File: src/rtl/rom_burst_reader.sv
// Burst read initiator for a single-port synchronous ROM with registered read data.
// Issues sequential wrapping reads and streams each word out over valid/ready with a running checksum.
module rom_burst_reader #(
  parameter int ADDR_W = 4,
  parameter int DATA_W = 8,
  parameter int LEN_W  = ADDR_W + 1
) (
  input  logic              clk,
  input  logic              rst,
  input  logic              start,
  input  logic [ADDR_W-1:0] start_addr,
  input  logic [LEN_W-1:0]  length,
  output logic [ADDR_W-1:0] rom_addr,
  output logic              rom_en,
  input  logic [DATA_W-1:0] rom_data,
  output logic [DATA_W-1:0] out_data,
  output logic              out_valid,
  input  logic              out_ready,
  output logic              busy,
  output logic              done,
  output logic [DATA_W-1:0] checksum
);

  typedef enum logic [2:0] {
    S_IDLE,
    S_READ,
    S_CAPT,
    S_HOLD,
    S_DONE
  } state_t;

  state_t              r_state;
  state_t              w_state_next;
  logic [ADDR_W-1:0]   r_cur_addr;
  logic [LEN_W-1:0]    r_remaining;
  logic [ADDR_W-1:0]   r_rom_addr;
  logic [DATA_W-1:0]   r_out_data;
  logic [DATA_W-1:0]   r_checksum;
  logic                w_accept;
  logic                w_last;
  logic                w_len_zero;

  assign w_accept   = (r_state == S_HOLD) && out_ready;
  assign w_last     = (r_remaining == LEN_W'(1));
  assign w_len_zero = (length == '0);

  always_comb begin
    w_state_next = r_state;
    case (r_state)
      S_IDLE: begin
        if (start) begin
          w_state_next = w_len_zero ? S_DONE : S_READ;
        end
      end
      S_READ:  w_state_next = S_CAPT;
      S_CAPT:  w_state_next = S_HOLD;
      S_HOLD: begin
        if (w_accept) begin
          w_state_next = w_last ? S_DONE : S_READ;
        end
      end
      S_DONE:  w_state_next = S_IDLE;
      default: w_state_next = S_IDLE;
    endcase
  end

  // rom_addr is loaded only on the way into READ, so it holds between reads.
  always_ff @(posedge clk) begin
    if (rst) begin
      r_state     <= S_IDLE;
      r_cur_addr  <= '0;
      r_remaining <= '0;
      r_rom_addr  <= '0;
      r_out_data  <= '0;
      r_checksum  <= '0;
    end else begin
      r_state <= w_state_next;
      case (r_state)
        S_IDLE: begin
          if (start) begin
            r_cur_addr  <= start_addr;
            r_remaining <= length;
            r_checksum  <= '0;
            if (!w_len_zero) begin
              r_rom_addr <= start_addr;
            end
          end
        end
        S_CAPT: r_out_data <= rom_data;
        S_HOLD: begin
          if (w_accept) begin
            r_checksum  <= r_checksum + r_out_data;
            r_cur_addr  <= r_cur_addr + ADDR_W'(1);
            r_remaining <= r_remaining - LEN_W'(1);
            if (!w_last) begin
              r_rom_addr <= r_cur_addr + ADDR_W'(1);
            end
          end
        end
        default: ;
      endcase
    end
  end

  assign rom_addr  = r_rom_addr;
  assign rom_en    = (r_state == S_READ);
  assign out_data  = r_out_data;
  assign out_valid = (r_state == S_HOLD);
  assign busy      = (r_state != S_IDLE);
  assign done      = (r_state == S_DONE);
  assign checksum  = r_checksum;

endmodule

File: config.mk
export PLATFORM = sky130hd
export DESIGN_NAME = rom_burst_reader
export DESIGN_NICKNAME = d
export VERILOG_FILES = /design/src/rtl/rom_burst_reader.sv
export SDC_FILE = /design/constraint.sdc
export NUM_CORES = 1
export LEC_CHECK = 0
export ABC_AREA = 1
export CORE_ASPECT_RATIO = 0.9
export CORE_MARGIN = 2
export CORE_UTILIZATION = 40
export CTS_CLUSTER_DIAMETER = 120
export DETAILED_ROUTE_END_ITERATION = 10
export PLACE_DENSITY = 0.76
export RECOVER_POWER = 100
export SYNTH_ARGS = -nofsm -noshare
export SYNTH_HDL_FRONTEND = slang
export SYNTH_SLANG_ARGS = --single-unit
File: constraint.sdc
create_clock -name clk -period 2.4 [get_ports clk]
set_input_delay 0.48 -clock clk [delete_from_list [all_inputs] [get_ports clk]]
set_output_delay 0.48 -clock clk [all_outputs]
set_load 0.03 [all_outputs]
==> run_results.csv <==
group,metric,value,unit
status,outcome,"finished, final reports clean",
setup_path,startpoint,"r_state[1]",
cts,cts_hold_buffers,0,
synthesis,ys_warn_count,0,
setup_path,crit_arrival,1790,ps
pwr,p_sw_frac,0.4242,
cts,numCtsBuffers,5,
setup_path,path_cells,"nand3_4, clkinv_4, dlygate4sd3_1",
setup_path,endpoint_kind,"output port",
place,dp_hpwl,3022,um
sta,hold_viol,0,
pwr,pwr-share-seq,0.353,
setup_path,cp_slowest_stage_delay,740,ps
cts,tritoncts,"done",
drt,viasPerCell,4.872,
drt,wirelength,4113,um
sta,setup_tns,0,ps
setup_path,crit_type,"reg2out",
place,place.gp.congestion,0.8089,
sta,min_period_over_period,0.9446,
synthesis,synthDistinctLibCells,30,
cts,clk_latency,280,ps
cts,cts.path.max_buffers,2,
cells_and_area,seqCellArea,640.6,um^2
place,io_buffers,44,
floorplan,fp.coreArea,4461,um^2
synthesis,synth_area,1856,um^2
floorplan,start_util,0.4160,
sta,worst_hold_slack,466.0,ps
cts,clkTransAtPathRegs,60,ps
cells_and_area,syn_to_final_growth,28.32,%
pwr,powerDensity,929.1,nW/um^2
global_route,grt_pass1_wl,6920,um
setup_path,r2r_slack,280,ps
synthesis,ys_seq_area_frac,0.3452,
global_route,grt_pass1_vias,1611,
cells_and_area,drive_gt1_frac,0.06885,
pwr,switchingPower,0.9383,mW
cells_and_area,layout_common_cells,"50 x nand2_1, 37 x inv_1, 32 x dfxtp_1",
cells_and_area,final_common_cell,"nand2_1",
sta,fin_crit,2267,ps
drt,dr.pass1.iters,4,
drt,drc,0,
synthesis,netlist_instances,259,
cells_and_area,stdcell_area,2381,um^2
setup_path,r2r_start,"r_state[1]",
cells_and_area,fin_nets,336,
synthesis,synth.avg_cell_area,7.164,um^2
floorplan,die_x,75.80,um
cts,post_cts_buffers,0,
cells_and_area,fillers,456,
cts,cts_sinks,32,
global_route,antenna_found_initial,0,
place,dpl-instance-area,2323,um^2
cts,htree_num_levels,2,
pwr,internal_power,1.274,mW
floorplan,ios,45,
flow_run,maxCapViolations,0,
pwr,max-vdd-ir-drop,0.5014,mV
hold_path,min_from,"rom_addr[2]",
cells_and_area,finalNonFillerCells,367,
setup_path,cp_top_family,"buffers and inverters",
cells_and_area,antenna_cells,0,
sta,setup_viol,0,
drt,vias,1788,
global_route,grt-ovfl-total,0,
synthesis,syn-num-nets,291,
setup_path,crit_buf_inv,2,
setup_path,crit_path_max_fanout,14,
floorplan,die_y,68.62,um
hold_path,hold_class,"reg2reg",
sta,maxSlewHeadroom,0.3749,
setup_path,startpoint_type,"flip-flop",
drt,wl_per_cell,11.21,um
pwr,leakage,1.155,nW
setup_path,cp.required,1920,ps
drt,final_antenna_net_count,0,
place,placedCellCount,359,
cells_and_area,multi_input_area,969.7,um^2
sta,rsz0062_at_grt,"false",
setup_path,crit_slowest_cell,"dlygate4sd3_1",
pwr,p_comb_frac,0.458,
sta,worst_slew_pin_slew,937.6,ps
sta,finalMaxSlewViolations,0,
floorplan,die-area,5201,um^2
cts,post_cts_resized,0,
cts,cts-root-buf,"clkbuf_8",
synthesis,ys_ff_latch,32,
drt,drt_iter0_drc,76,
cells_and_area,utilization,0.5338,
floorplan,num_rows,23,
global_route,grtUsageTotal,0.1722,
sta,timing.fmax,0.4411,GHz
global_route,grt_max_degree,20,
sta,fin_skew,3.242,ps
pwr,pwr-share-clk,0.190,
==> power groups by stage <==
| stage | Clock (mW) | Sequential, mW | Combinational [mW] |
|---|---|---|---|
| floorplan | 0 | 0.902 | 0.692 |
| global placement | 0 | 0.789 | 1.04 |
| detailed placement | 0 | 0.792 | 1.05 |
| CTS | 0.428 | 0.783 | 1.06 |
| global route | 0.450 | 0.798 | 1.14 |
| finish | 0.419 | 0.780 | 1.01 |
==> sequential cells by signal (all words and copies together), names as in the netlist <==
register / flops
r_remaining: 5
out_data: 8
r_state: 3
checksum: 8
rom_addr: 4
r_cur_addr: 4
==> worst min-delay path: cells and delay by family (launching register included) <==
| family | cells | cell delay, ps |
|---|---|---|
| and+or+nand+nor | 2 | 100 |
| DFF | 1 | 320 |
==> per-layer routing <==
| metal | vias to the layer above | global-route usage | share of wire |
|---|---|---|---|
| met2 | 36 | 0.2845 | 0.46 |
| met1 | 827 | 0.2239 | 0.49 |
| met3 | 7 | 0.03198 | 0.039 |
| met5 | - | 0 | 0 |
| li1 | 918 | - | - |
| met4 | 0 | 0.06140 | 0.013 |
==> cells in the mapped netlist <==
master,instances,share of area
clkinv_4,1,0.0047
buf_2,3,0.0081
nand3_4,1,0.0094
clkbuf_1,2,0.0040
o21a_1,1,0.0040
and2_1,1,0.0034
nand3_1,21,0.057
buf_6,2,0.012
o21ai_0,21,0.057
nor3_1,3,0.0081
a31oi_1,1,0.0034
a21oi_1,23,0.062
nor2_4,1,0.0061
buf_12,1,0.011
xnor2_1,1,0.0047
inv_2,1,0.0020
ha_1,10,0.067
nand2_1,50,0.10
nand4_2,1,0.0067
nor2_1,23,0.047
nand2_4,1,0.0061
fa_1,1,0.011
nand2_2,5,0.017
inv_1,37,0.075
nand3_2,2,0.011
nand4_1,1,0.0034
xor2_1,5,0.024
dfxtp_1,32,0.35
a21oi_2,5,0.024
or2_2,2,0.0067
==> worst paths after layout <==
path	cells past startpoint	end
worst max-delay path	3	out_valid
worst min-delay path	2	rom_addr[2]
worst max register to register	8	r_cur_addr[1]
worst min register to register	2	rom_addr[2]
==> stage by stage <==
step | setup WS [ps] | total power, mW
final | 132.9 | 2.212
after detailed placement | 472.5 | 1.844
after CTS | 173.2 | 2.274
after floorplan | 647.3 | 1.594
after global placement | 475.9 | 1.828
after global routing | 24.98 | 2.386
==> cell families (layout without fill, tap and decap cells) <==
kind of cell    count (synthesis)  in the layout  share of synthesized area
compound gates                 51             51                     0.1497
xor+xnor                        6              6                    0.02832
fa+ha+maj                      11             11                    0.07822
buf+inv                        47             93                     0.1167
flops                          32             32                     0.3452
simple gates                  112            112                     0.2819
==> final cells by class <==
class | count | share of cell area
tap | 62 | 0.03258
clock buffer | 8 | 0.03784
multi-input combinational | 180 | 0.4073
inverter | 39 | 0.06358
timing repair buffer | 46 | 0.1897
sequential | 32 | 0.2690
No activity file was read; power rests on OpenSTA's default activity.
